$ cat config.mk
export PLATFORM = sky130hd
export DESIGN_NAME = core_run_ctrl
export DESIGN_NICKNAME = d
export VERILOG_FILES = /design/src/rtl/core_dbg_pkg.sv /design/src/rtl/core_bkpt_cmp.sv /design/src/rtl/core_run_ctrl.sv
export SDC_FILE = /design/constraint.sdc
export NUM_CORES = 1
export LEC_CHECK = 0
export ABC_AREA = 0
export BUFFER_PORTS_ARGS = -buffer_cell sky130_fd_sc_hd__buf_2
export CAP_MARGIN = 20
export CORE_UTILIZATION = 51
export DETAILED_ROUTE_END_ITERATION = 7
export PLACE_DENSITY_LB_ADDON = 0.12
export REMOVE_ABC_BUFFERS = 1
export SYNTH_ARGS = -nofsm -noshare
export SYNTH_HDL_FRONTEND = slang
export SYNTH_SLANG_ARGS = --single-unit
$ cat constraint.sdc
create_clock -name clk -period 6.3 [get_ports clk]
set_input_delay 0.945 -clock clk [delete_from_list [all_inputs] [get_ports clk]]
set_output_delay 0.945 -clock clk [all_outputs]
set_load 0.1 [all_outputs]
$ cat src/rtl/core_dbg_pkg.sv
// Shared encodings and default widths for the core run/halt/step controller.
package core_dbg_pkg;

  localparam int DEF_XLEN        = 32;
  localparam int DEF_STEP_W      = 16;
  localparam int DEF_CNT_W       = 32;
  localparam int DEF_BOOT_CYCLES = 4;

  typedef enum logic [1:0] {
    ST_BOOT = 2'b00,
    ST_RUN  = 2'b01,
    ST_STEP = 2'b10,
    ST_HALT = 2'b11
  } run_state_t;

  typedef enum logic [1:0] {
    OP_NOP  = 2'b00,
    OP_RUN  = 2'b01,
    OP_HALT = 2'b10,
    OP_STEP = 2'b11
  } cmd_op_t;

endpackage

$ cat src/rtl/core_bkpt_cmp.sv
// PC breakpoint compare plus the skip flag that lets the breakpoint
// instruction commit once after a resume from HALT.
module core_bkpt_cmp #(
  parameter int XLEN = 32
) (
  input  logic            clk,
  input  logic            rst,
  input  logic [XLEN-1:0] i_pc,
  input  logic            i_bkpt_valid,
  input  logic [XLEN-1:0] i_bkpt_addr,
  input  logic            i_set_skip,
  input  logic            i_clr_skip,
  output logic            o_bp
);

  logic r_skip;

  always_ff @(posedge clk) begin
    if (!rst) begin
      r_skip <= 1'b0;
    end else if (i_set_skip) begin
      r_skip <= 1'b1;
    end else if (i_clr_skip) begin
      r_skip <= 1'b0;
    end
  end

  assign o_bp = i_bkpt_valid && (i_pc == i_bkpt_addr) && !r_skip;

endmodule

$ cat src/rtl/core_run_ctrl.sv
// Run/halt/step sequencer producing the commit enable for the single-cycle core.
// Define CORE_BKPT_EN to build in the PC breakpoint stop.
module core_run_ctrl
  import core_dbg_pkg::*;
#(
  parameter int XLEN        = DEF_XLEN,
  parameter int STEP_W      = DEF_STEP_W,
  parameter int CNT_W       = DEF_CNT_W,
  parameter int BOOT_CYCLES = DEF_BOOT_CYCLES,
  parameter int START_RUN   = 1
) (
  input  logic              clk,
  input  logic              rst,
  input  logic              cmd_valid,
  output logic              cmd_ready,
  input  logic [1:0]        cmd_op,
  input  logic [STEP_W-1:0] cmd_arg,
  input  logic [XLEN-1:0]   pc,
  input  logic              bkpt_valid,
  input  logic [XLEN-1:0]   bkpt_addr,
  output logic              core_en,
  output logic              halted,
  output logic [1:0]        state_o,
  output logic              bkpt_hit,
  output logic [CNT_W-1:0]  retired
);

  localparam int BOOT_W = $clog2(BOOT_CYCLES + 1);

  // Handshake: a command transfers on a cycle where cmd_valid && cmd_ready;
  // cmd_ready depends only on state, and the command acts from the next cycle.

  run_state_t        r_state, w_next;
  logic [BOOT_W-1:0] r_boot_cnt;
  logic [STEP_W-1:0] r_step_cnt;
  logic [CNT_W-1:0]  r_retired;
  logic              r_bkpt_hit;
  logic              w_bp_raw, w_bp, w_accept;
  logic              w_core_en, w_cmd_ready, w_load_step, w_set_skip, w_clr_skip;

`ifdef CORE_BKPT_EN
  core_bkpt_cmp #(.XLEN(XLEN)) u_bkpt_cmp (
    .clk          (clk),
    .rst          (rst),
    .i_pc         (pc),
    .i_bkpt_valid (bkpt_valid),
    .i_bkpt_addr  (bkpt_addr),
    .i_set_skip   (w_set_skip),
    .i_clr_skip   (w_clr_skip),
    .o_bp         (w_bp_raw)
  );
`else
  logic w_unused_bkpt;
  assign w_unused_bkpt = ^{bkpt_valid, bkpt_addr, w_set_skip, w_clr_skip};
  assign w_bp_raw      = 1'b0;
`endif

  assign w_bp       = (r_state == ST_RUN) && w_bp_raw;
  assign w_accept   = cmd_valid && w_cmd_ready;
  assign w_clr_skip = (r_state == ST_RUN) && w_core_en;

  always_ff @(posedge clk) begin
    if (!rst) begin
      r_state <= ST_BOOT;
    end else begin
      r_state <= w_next;
    end
  end

  always_comb begin
    w_next      = r_state;
    w_core_en   = 1'b0;
    w_cmd_ready = 1'b0;
    w_load_step = 1'b0;
    w_set_skip  = 1'b0;
    case (r_state)
      ST_BOOT: begin
        if (r_boot_cnt == BOOT_W'(BOOT_CYCLES - 1)) begin
          w_next = (START_RUN != 0) ? ST_RUN : ST_HALT;
        end
      end
      ST_RUN: begin
        w_cmd_ready = 1'b1;
        // A breakpoint stop outranks a HALT accepted in the same cycle.
        if (w_bp) begin
          w_next = ST_HALT;
        end else begin
          w_core_en = 1'b1;
          if (w_accept && (cmd_op == OP_HALT)) begin
            w_next = ST_HALT;
          end
        end
      end
      ST_STEP: begin
        w_core_en = 1'b1;
        if (r_step_cnt <= STEP_W'(1)) begin
          w_next = ST_HALT;
        end
      end
      ST_HALT: begin
        w_cmd_ready = 1'b1;
        if (w_accept && (cmd_op == OP_RUN)) begin
          w_next     = ST_RUN;
          w_set_skip = 1'b1;
        end else if (w_accept && (cmd_op == OP_STEP)) begin
          w_next      = ST_STEP;
          w_load_step = 1'b1;
        end
      end
      default: w_next = ST_BOOT;
    endcase
  end

  always_ff @(posedge clk) begin
    if (!rst) begin
      r_boot_cnt <= '0;
      r_step_cnt <= '0;
      r_retired  <= '0;
      r_bkpt_hit <= 1'b0;
    end else begin
      if (r_state == ST_BOOT) begin
        r_boot_cnt <= r_boot_cnt + BOOT_W'(1);
      end
      if (w_load_step) begin
        r_step_cnt <= (cmd_arg == '0) ? STEP_W'(1) : cmd_arg;
      end else if (r_state == ST_STEP) begin
        r_step_cnt <= r_step_cnt - STEP_W'(1);
      end
      if (w_core_en) begin
        r_retired <= r_retired + CNT_W'(1);
      end
      r_bkpt_hit <= w_bp;
    end
  end

  assign core_en   = w_core_en;
  assign cmd_ready = w_cmd_ready;
  assign halted    = (r_state == ST_HALT);
  assign state_o   = r_state;
  assign bkpt_hit  = r_bkpt_hit;
  assign retired   = r_retired;

endmodule

* Word level (Yosys, flattened, before mapping)
Index checks and enable logic that the tools add are counted.
** Storage, ports and cells
- Input port bits :: 86
- Logic and storage cells :: 43
- Output and inout bits :: 38
- Register bits after elaboration :: 53
** Operators by class
- Eq/ne operators :: 11
- Magnitude comparators :: 1
- Reductions and logical operators :: 10
- Add/subtract/negate cells :: 3
- Mux-type cells :: 14
** Operators by type and width (count)
- $mux 16 :: 3
- $add 32x1->32 const B :: 1
- $le 16x1->1 const B :: 1
- $logic_not 16->1 :: 1
- $sub 16x1->16 const B :: 1
- $mux 2 :: 5
- $eq 2x2->1 const B :: 4
- $pmux 2 s4 :: 1
- $mux 1 :: 5
- $eq 2x1->1 const B :: 2
- $logic_and 1x1->1 :: 4
- $ne 2x2->1 const B :: 2
- $reduce_and 4->1 :: 1
- $reduce_or 2->1 :: 2
- $add 3x1->3 const B :: 1
- $eq 3x2->1 const B :: 1
- $ne 3x1->1 const B :: 1
- $logic_not 2->1 :: 1
- $ne 2x1->1 const B :: 1
- $reduce_bool 2->1 :: 1

* Depth between registers and ports, before layout
Gate-level depths: netlist of the first run.
- Depth in word-level cells :: 9
- Depth in mapped cells :: 10
- Gate-level depth less buffers :: 6

* Least setup slack after synthesis of the first run
OpenSTA, ideal clock, no wires.
- Kind :: register to register
- Start :: register r_state[0] (netlist: state_o[0])
- End :: register r_retired[23] (netlist: retired[23])
- Period minus slack after synthesis :: 3.936 ns
- Slack :: 2.364 ns
- Required time :: 6.228 ns
- Stages on the path, launching flop included :: 11
- Buffers on the path :: 4
- Setup time :: 0.072 ns
- Arrival :: 3.864 ns
- Path through :: dfxtp_1 inv_1 ha_1 buf_4 and4_1 clkbuf_2 or4b_1 clkbuf_1 buf_2 nor4_1 mux2i_1
** On the way
- Word-level cells in the longest chain between the ends :: 3
- Elaborated cells between the ends (all ways) :: 4
- Classes of those cells :: eq/ne: 2; mux: 1; reduce/logical: 1
** Ends and longest elaborated chain
- from (decl) :: line core_run_ctrl.sv:33 : run_state_t r_state, w_next;
- from (signal assigned) :: line core_run_ctrl.sv:66 : r_state <= w_next;
- $eq 2x1->1 / $eq 2x2->1 (equally long branches) :: line core_run_ctrl.sv:76 : case (r_state)
- $reduce_or 2->1 (no source line) *
- $mux 1 *
- net core_en :: line core_run_ctrl.sv:21 : output logic core_en,
- to (signal assigned) :: line core_run_ctrl.sv:130 : r_retired <= r_retired + CNT_W'(1);
- to (decl) :: line core_run_ctrl.sv:36 : logic [CNT_W-1:0] r_retired;
The timed path passes the listed nets; every way through them passes the cells marked *.
A chain may end at the register's enable or synchronous reset.

* Final worst setup path of the first run
- Start :: register r_state[1] (netlist: state_o[1])
- End :: register r_retired[19] (netlist: retired[19])
** On the way
- Word-level cells in the longest chain between the ends :: 3
- Elaborated cells between the ends (all ways) :: 4
- Classes of those cells :: eq/ne: 2; mux: 1; reduce/logical: 1
** Ends and longest elaborated chain (line)
- $eq 2x1->1 / $eq 2x2->1 (equally long branches) :: core_run_ctrl.sv:76
- $reduce_or 2->1 (no source line) *
- $mux 1 *
Every way passes the cells marked *; elsewhere a longest branch is shown, timed or not.

==> results.cfg, run 1 <==
[die]
design.core.area_um2 = 5140
die_span_in_y_um = 75.4
floorplan.initialDensity_pct = 53.5
die_x_um = 75.4
io-pin-count = 124
die-area_um2 = 5690
fp-row-count = 26

[critical_path]
setup.worst_path.start = state_o[1]
critPathCaptureType = register
crit_slowest_cell = or4b_1
crit_cells = 6
worstPathRequired_ns = 6.54
rr_endpoint = retired[19]
critical_path.cell_chain = inv_1, ha_1, and4_1, or4b_1, or4_1, a21oi_1
crit_fanout = 18
timing.reg2reg.worst_path_depth = 6
startpoint_type = register
rrSetupSlack_ns = 3.39
path_delay_family = simple AND/OR/NAND/NOR gates
cp.arrival_ns = 3.15
worstSetupPathType = reg -> reg
worst_setup_path_endpoint = retired[19]
r2r-start = state_o[1]
critical_path.max_stage_delay_ns = 0.74
buffers_inverters_on_critical_path = 1

[pwr]
ir_drop_uv = 214
fin_total_pwr_mw = 0.767
power.leakage_nw = 1.24
powerDensity_nw_per_um2 = 244

[yosys]
postSynth.asyncResetShare_pct = 0
netlist_top_cells_area = dfxtp_1 39%, a21oi_1 5.1%, ha_1 4.5%
top_cell_type_by_total_area_after_synthesis = dfxtp_1
post_synth_inst_count = 329
syn_area_per_cell_um2 = 8.36
ys_seq_area_share_pct = 38.6
synth_edf_count = 0
synth.ff_latch_count = 53
synthDominantCellAreaShare_pct = 38.6
synth_cell_types = 45
yosys_warnings = 0
synthesis.area_um2 = 2750
dominantRegCellSynth = dfxtp_1

[detailed_routing]
drt-initial-drc-count = 86
avgViaCountPerCell = 5.74
remaining_drcs = 0
via_count = 2555
antenna_nets_post_route = 0
wl_per_cell_um = 13.2
initial_drt_pass_iterations = 6
routed_wirelength_mm = 5.85

[cells_and_area]
layout.filler_cells = 521
area.sequential_um2 = 1060
multi_input_area_um2 = 1560
layout.cells.most_common = buf_2
mostFrequentLayoutCells = 57 x buf_2, 53 x dfxtp_1, 28 x a21oi_1, 26 x nor2_1, 21 x o21ai_0
finish.cell_count_without_fillers = 445
nets = 470
antenna_cells_inserted = 0
drive_above_1_share_pct = 19.7
relative_area_change_from_synthesis_to_final_layout_pct = 14.1

[clock_tree]
hold_buffers_post_cts = 0
clock_latency_at_the_later_pin_of_the_worst_skew_pair_ns = 0.30
h-tree-depth = 2
cts_repair_resize_count = 0
tritoncts.num_buffers = 5
clock_path_buffers = 2
tritoncts = done
clockRootBuffer = clkbuf_8
clock_pin_slew_on_the_worst_setup_and_hold_paths_ns = 0.09
post-cts-setup-buffer-count = 0
cts_sink_cnt = 53

[sta]
worst_pin_slew_ns = 0.528
max_clock_freq_ghz = 0.343
finalHoldWorstSlack_ns = 0.482
timing.clock.skew_ns = 0.00453
final.min_clock_period_ns = 2.91
report.final.slew_viol_count = 0
finalHoldViolCount = 0
grt_setup_unrepaired = no
report.final.setup_viol = 0
fin_tns_setup_ns = 0
timing.max_slew.rel_slack_pct = 64.8
min_period_over_period_pct = 46.3

[run_status]
outcome = complete, no violations

[place]
numPlacedInstances = 436
buffer_ports.inserted = 57
hpwl_mm = 4.15
finalWeightedCongestion = 0.841

[grt]
antenna_violations_before_repair = 0
grt_pass1_vias = 2201
maximum_number_of_pins_on_one_net_before_global_route_repair = 30
grt_pass1_wl_mm = 9.48
gr-total-overflow = 0
grt_use_total_pct = 21.5

[hold_path]
hold_path.class = reg -> reg
timing.hold.worst_path_depth = 2

[job]
maxCapViolations = 0
==> worst min-delay path by stage <==
stage / from / end / slack (ns)
final: r_boot_cnt[2] / r_boot_cnt[2] / 0.48
after global routing: retired[29] / retired[29] / 0.53
after CTS: r_boot_cnt[2] / r_boot_cnt[2] / 0.49
after detailed placement: r_boot_cnt[2] / r_boot_cnt[2] / 0.48
after global placement: r_boot_cnt[2] / r_boot_cnt[2] / 0.46
after floorplan: r_boot_cnt[2] / r_boot_cnt[2] / 0.46
==> sequential cells by signal, summed over array words and instances, names as in the netlist <==
| signal | count |
|---|---|
| state_o | 2 |
| retired | 32 |
| r_step_cnt | 16 |
| r_boot_cnt | 3 |
==> worst min-delay path, cell delays in order, from the launching register on <==
cell and delay, ns:
dfxtp_1 0.32, nor2_1 0.08, a211oi_1 0.05
==> cells in the mapped netlist (all sizes together), types with 2 or more instances <==
cell and number:
a211oi 5, a21oi 28, a311oi 2, and3 2, and4 5, buf 6, clkbuf 15, dfxtp 53
ha 10, inv 11, mux2i 5, nand2 19, nand2b 4, nand3 10, nand4 6, nor2 26
nor3 9, nor4 10, o211ai 2, o21ai 21, o31a 2, o31ai 13, or2 4, or3 14
or4 13, or4b 2, xnor2 12, xor2 9
==> layout make-up <==
class,count,area share (%)
clock inverters,2,0.319
multi-input cells,244,49.6
clock buffers,6,2.31
inverters,11,1.32
flip-flops and latches,53,33.8
repair buffers,59,9.81
well taps,70,2.79
==> layer usage <==
layer / vias up / share of wire [%] / track usage, %
met5: - / 0 / 0
met1: 1192 / 46 / 25.5
met3: 5 / 3.5 / 2.78
met4: 0 / 0.97 / 7.61
met2: 59 / 49 / 39.7
li1: 1299 / - / -
==> metrics by stage <==
step	setup WS, ns	utilization [%]	instance area, um^2
3_3_place_gp	3.47	59.1	3040
3_5_place_dp	3.42	59.1	3040
5_1_grt	3.18	61.0	3140
4_1_cts	3.39	60.7	3120
6_report	3.39	61.0	3140
2_1_floorplan	2.28	-	2660
==> kinds of logic after synthesis <==
logic type,Yosys count,synth area share [%]
AO/OA/AOI/OAI,79,17.7
AND/OR/NAND/NOR,128,25.7
multiplexers,5,1.82
buffers and inverters,32,4.82
flip-flops,53,38.6
other,1,0.136
adder cells (fa/ha/maj),10,4.55
XOR/XNOR,21,6.69
==> power breakdown <==
part | leakage (nW) | internal [mW] | switching, mW
Combinational | 0.765 | 0.0606 | 0.158
Sequential | 0.428 | 0.352 | 0.0144
Clock | 0.0450 | 0.0773 | 0.105
Total | 1.24 | 0.489 | 0.277
(Power assumes the default switching activity.)
==> inputs of run 2 (changes only) <==
ABC_AREA = 1   (was 0)
CORE_UTILIZATION = 50   (was 51)
clock period = 3 ns   (was 6.3 ns; I/O delays follow)
==> results.cfg, run 2 <==
[clock_tree]
post-cts-setup-buffer-count = 0
cts_sink_cnt = 53
clockRootBuffer = clkbuf_8
clock_path_buffers = 2
tritoncts.num_buffers = 5
cts_repair_resize_count = 0
h-tree-depth = 2
tritoncts = done
clock_latency_at_the_later_pin_of_the_worst_skew_pair_ns = 0.30
clock_pin_slew_on_the_worst_setup_and_hold_paths_ns = 0.10
hold_buffers_post_cts = 0

[hold_path]
hold_path.class = in -> reg
min-delay-start = cmd_arg[5]
timing.hold.worst_path_depth = 2
terminating_pin_of_the_worst_hold_path = r_step_cnt[5]

[yosys]
dominantRegCellSynth = dfxtp_1
synth.ff_latch_count = 53
yosys_warnings = 0
synthesis.area_um2 = 3310
synth_edf_count = 0
netlist_top_cells_area = dfxtp_1 32%, nand2_1 12%, nor2_1 11%
ys_seq_area_share_pct = 32.1
synth.most_common_cell = nand2_1
top_cell_type_by_total_area_after_synthesis = dfxtp_1
postSynth.asyncResetShare_pct = 0
synth_cell_types = 39
post_synth_inst_count = 510
synthDominantCellAreaShare_pct = 32.1
syn_area_per_cell_um2 = 6.48
synth_top_cells_by_count = 105 x nand2_1, 94 x nor2_1, 58 x inv_1

[place]
dpl_worst_slack_ns = 0.812
hpwl_mm = 5.83
buffer_ports.inserted = 57
finalWeightedCongestion = 0.843

[critical_path]
rrSetupSlack_ns = 0.81
critPathCaptureType = output pin
worstPathRequired_ns = 2.55
worstSetupPathType = reg -> out
cp.arrival_ns = 1.92
startpoint_type = register
rr_endpoint = retired[28]
timing.reg2reg.worst_path_depth = 9
r2r-start = state_o[0]
crit_fanout = 11

[grt]
antenna_violations_before_repair = 0
gr-total-overflow = 0
maximum_number_of_pins_on_one_net_before_global_route_repair = 31
grt_use_total_pct = 22.8
grt_pass1_wl_mm = 13.2
grt_pass1_vias = 2952

[detailed_routing]
drt-initial-drc-count = 305
antenna_nets_post_route = 0
remaining_drcs = 0
wl_per_cell_um = 12.1
via_count = 3375
avgViaCountPerCell = 5.25
routed_wirelength_mm = 7.80
initial_drt_pass_iterations = 5

[sta]
timing.clock.skew_ns = 0.0109
grt_setup_unrepaired = no
fin_tns_setup_ns = 0
timing.max_slew.rel_slack_pct = 38.8
finalHoldViolCount = 0
max_clock_freq_ghz = 0.422
min_period_over_period_pct = 78.9
worst_pin_slew_ns = 0.917
report.final.setup_viol = 0
report.final.slew_viol_count = 0
final.min_clock_period_ns = 2.37
finalHoldWorstSlack_ns = 0.402
fin_ws_ns = 0.632

[cells_and_area]
mostFrequentLayoutCells = 105 x nand2_1, 94 x nor2_1, 58 x inv_1, 57 x buf_2, 53 x dfxtp_1
nets = 661
largest_register_ffs = 32
relative_area_change_from_synthesis_to_final_layout_pct = 13.7
drive_above_1_share_pct = 18.4
antenna_cells_inserted = 0
layout.cells.most_common = nand2_1

[die]
die_x_um = 83.3
floorplan.initialDensity_pct = 52.1
io-pin-count = 124
die_span_in_y_um = 83.3
die-area_um2 = 6940
design.core.area_um2 = 6350
fp-row-count = 29

[pwr]
power.leakage_nw = 1.72
ir_drop_uv = 606
powerDensity_nw_per_um2 = 803

[job]
maxCapViolations = 0

[run_status]
outcome = complete, no violations
-- run 2: changes by cell type after synthesis, moves of 27 or more --
| cell | change |
|---|---|
| nand2_1 | +86 |
| nor2_1 | +68 |
| nand3_1 | +27 |
| inv_1 | +47 |
-- run 2: cell families (layout without fill, tap and decap cells) --
family                     count (synthesis)  count (layout)  synth area share [%]
AOI/OAI and AO/OA                         63              63                  10.6
xor gates and xnor gates                   9               9                  2.38
adders and majority gates                 10              10                  3.78
buffers and inverters                     76             132                  9.16
DFF                                       53              53                  32.1
other                                      1               1                 0.113
and+or+nand+nor                          298             298                  41.8
-- run 2: layer usage --
layer / wire length [um] / track usage (%) / vias up
met1: 3850 / 32.0 / 1531
met4: 75 / 5.17 / 0
met5: 0 / 0 / -
met3: 366 / 3.98 / 15
li1: - / - / 1743
met2: 3510 / 36.4 / 86
-- run 2: critical path, stage by stage, from the launching register on --
cell and delay, ns:
dfxtp_1 0.42, inv_1 0.11, ha_1 0.58, buf_2 0.51
-- run 2: worst max path at each step --
stage               cells after the start        from  slack, ns       endpoint
floorplan                               8  state_o[1]      -0.40  r_step_cnt[9]
global placement                        9  state_o[1]       0.89    retired[28]
detailed placement                      9  state_o[0]       0.81    retired[28]
CTS                                     3  state_o[0]       0.62        core_en
global route                            3  state_o[1]       0.54        core_en
finish                                  3  state_o[0]       0.63        core_en
-- run 2: area by class of cell --
| cell class | count | area [um^2] |
|---|---|---|
| Fill cell | 622 | 2590 |
| Tap cell | 77 | 96.3 |
| Clock inverter | 1 | 30.0 |
| Inverter | 65 | 244 |
| Multi-Input combinational cell | 381 | 1940 |
| Clock buffer | 7 | 86.3 |
| Timing Repair Buffer | 59 | 300 |
| Sequential cell | 53 | 1060 |
-- run 2: power breakdown --
| group | switching [mW] | total (mW) | internal (mW) |
|---|---|---|---|
| Clock | 0.231 | 0.504 | 0.272 |
| Sequential | 0.113 | 0.929 | 0.816 |
| Combinational | 1.06 | 1.59 | 0.523 |
| Total | 1.41 | 3.02 | 1.61 |
-- run 2: through the flow --
stage	std cells	utilization, %	power, mW	area [um^2]
final	643	59.2	3.02	3760
after global routing	643	59.2	3.28	3760
after global placement	635	57.4	2.49	3640
after CTS	643	59.2	3.02	3760
after detailed placement	635	57.4	2.51	3640
after floorplan	499	-	2.22	3250
==> inputs of run 3 (changes only) <==
ABC_AREA = 0   (was 1)
CORE_UTILIZATION = 47   (was 50)
clock period = 2.2 ns   (was 3 ns; I/O delays follow)
==> results.cfg, run 3 (same netlist as run 1, synthesis figures left out) <==
[sta]
report.final.setup_viol = 0
fin_ws_ns = 0.0741
report.final.slew_viol_count = 0
final.min_clock_period_ns = 2.13
max_clock_freq_ghz = 0.470
timing.clock.skew_ns = 0.00737
min_period_over_period_pct = 96.6
finalHoldViolCount = 0
fin_tns_setup_ns = 0

[pwr]
internal-power_mw = 1.62
fin_total_pwr_mw = 2.46
share_clk_of_total_power_pct = 28.2
part_of_the_power_in_registers_pct = 42.2
power.leakage_nw = 1.40
ir_drop_uv = 908
powerDensity_nw_per_um2 = 714
p_switching_mw = 0.838
share_comb_of_total_power_pct = 29.6
sw_frac_of_total_pct = 34.0

[critical_path]
critical_path.cell_chain = inv_2, ha_4, and4_4, or4b_4, or4_4, a21oi_2
critPathCaptureType = register
buffers_inverters_on_critical_path = 1
worstSetupPathType = reg -> reg
cp.arrival_ns = 2.37
worstPathRequired_ns = 2.45
path_delay_family = simple AND/OR/NAND/NOR gates
crit_fanout = 13
crit_cells = 6
rr_endpoint = retired[19]
startpoint_type = register
r2r-start = state_o[0]
worst_setup_path_endpoint = retired[19]
setup.worst_path.start = state_o[0]
timing.reg2reg.worst_path_depth = 6
crit_slowest_cell = or4b_4
rrSetupSlack_ns = 0.07
critical_path.max_stage_delay_ns = 0.56

[detailed_routing]
wl_per_cell_um = 13.2
avgViaCountPerCell = 5.56
drt-initial-drc-count = 113
routed_wirelength_mm = 6.27
antenna_nets_post_route = 0
via_count = 2647
initial_drt_pass_iterations = 4
remaining_drcs = 0

[clock_tree]
tritoncts.num_buffers = 5
cts_sink_cnt = 53
clock_latency_at_the_later_pin_of_the_worst_skew_pair_ns = 0.30
tritoncts = done
clockRootBuffer = clkbuf_8
h-tree-depth = 2
clock_path_buffers = 2
clock_pin_slew_on_the_worst_setup_and_hold_paths_ns = 0.10

[cells_and_area]
drive_above_1_share_pct = 29.7
layout.filler_cells = 513
final_cell_area_um2 = 3450
largest_register_ffs = 32
finish.cell_count_without_fillers = 476
antenna_cells_inserted = 0
relative_area_change_from_synthesis_to_final_layout_pct = 25.5
nets = 499
layout.cells.most_common = buf_2
mostFrequentLayoutCells = 57 x buf_2, 51 x dfxtp_1, 31 x buf_4, 26 x nor2_1, 25 x a21oi_1

[grt]
grt_use_total_pct = 21.6
grt_pass1_vias = 2430
gr-total-overflow = 0
maximum_number_of_pins_on_one_net_before_global_route_repair = 30
antenna_violations_before_repair = 0
grt_pass1_wl_mm = 10.8

[job]
maxCapViolations = 0

[die]
io-pin-count = 124
die-area_um2 = 6160
design.core.area_um2 = 5570
die_x_um = 78.5
floorplan.initialDensity_pct = 49.3
fp-row-count = 27
die_span_in_y_um = 78.5

[place]
placement.cell_area_um2 = 3260
buffer_ports.inserted = 57
hpwl_mm = 4.54
numPlacedInstances = 467
finalWeightedCongestion = 0.767
dpl_worst_slack_ns = -0.100

[hold_path]
hold_path.class = in -> reg

[run_status]
outcome = complete, no violations
## run 3: cell types whose count changed in the layout (fill, tap and decap cells not counted), moves of 9 or more
cell	delta
or3_1	+13
inv_1	-49
or4_1	+10
nor2_1	-68
o31ai_1	+13
nand2_1	-86
nor2_4	-9
nand3_1	-28
buf_4	+29
## run 3: timing repair
item,CTS,global route
pin swaps,2,2
hold buffers,0,0
gates resized for setup,6,13
setup buffers,3,0
setup endpoints to repair,13,16
## run 3: layout make-up
class	instances	area [um^2]	area share, %
flip-flops and latches	53	1060	30.8
clock inverters	2	37.5	1.09
clock buffers	6	82.6	2.39
repair buffers	88	518	15.0
inverters	11	41.3	1.20
well taps	72	90.1	2.61
multi-input cells	244	1620	46.9
## run 3: how the worst min path moves through the flow
stage / from / end / slack, ns / cells after the start
floorplan: r_boot_cnt[2] / r_boot_cnt[2] / 0.46 / 2
global placement: retired[31] / retired[31] / 0.45 / 2
detailed placement: retired[31] / retired[31] / 0.47 / 2
CTS: cmd_arg[4] / r_step_cnt[4] / 0.27 / 2
global route: cmd_arg[4] / r_step_cnt[4] / 0.28 / 2
finish: cmd_arg[4] / r_step_cnt[4] / 0.28 / 2
## run 3: power groups by stage
| stage | sequential [mW] | clock, mW | combinational (mW) |
|---|---|---|---|
| after floorplan | 1.19 | 0 | 0.388 |
| after global placement | 1.05 | 0 | 0.690 |
| after detailed placement | 1.06 | 0 | 0.704 |
| after CTS | 1.04 | 0.706 | 0.728 |
| after global routing | 1.05 | 0.750 | 0.792 |
| final | 1.04 | 0.694 | 0.730 |
## run 3: per-layer routing
layer	vias to the layer above	GRT usage, %	wire length (um)
met5	-	0	0
met4	0	5.37	65
met3	6	4.30	164
met2	40	36.8	3050
met1	1247	27.7	3000
li1	1354	-	-
## run 3: metrics by stage
stage                     util, %  hold slack [ns]
after global routing         61.9            0.278
after CTS                    61.5            0.273
after floorplan                 -            0.456
after detailed placement     58.5            0.466
after global placement       58.5            0.449
final                        61.9            0.281
## run 3: worst register-to-register path: cells and delay by family, from the launching register on
| family | cells | cell delay [ns] |
|---|---|---|
| fa+ha+maj | 1 | 0.28 |
| flops | 1 | 0.35 |
| buf+inv | 1 | 0.05 |
| compound gates | 1 | 0.12 |
| simple gates | 3 | 1.28 |
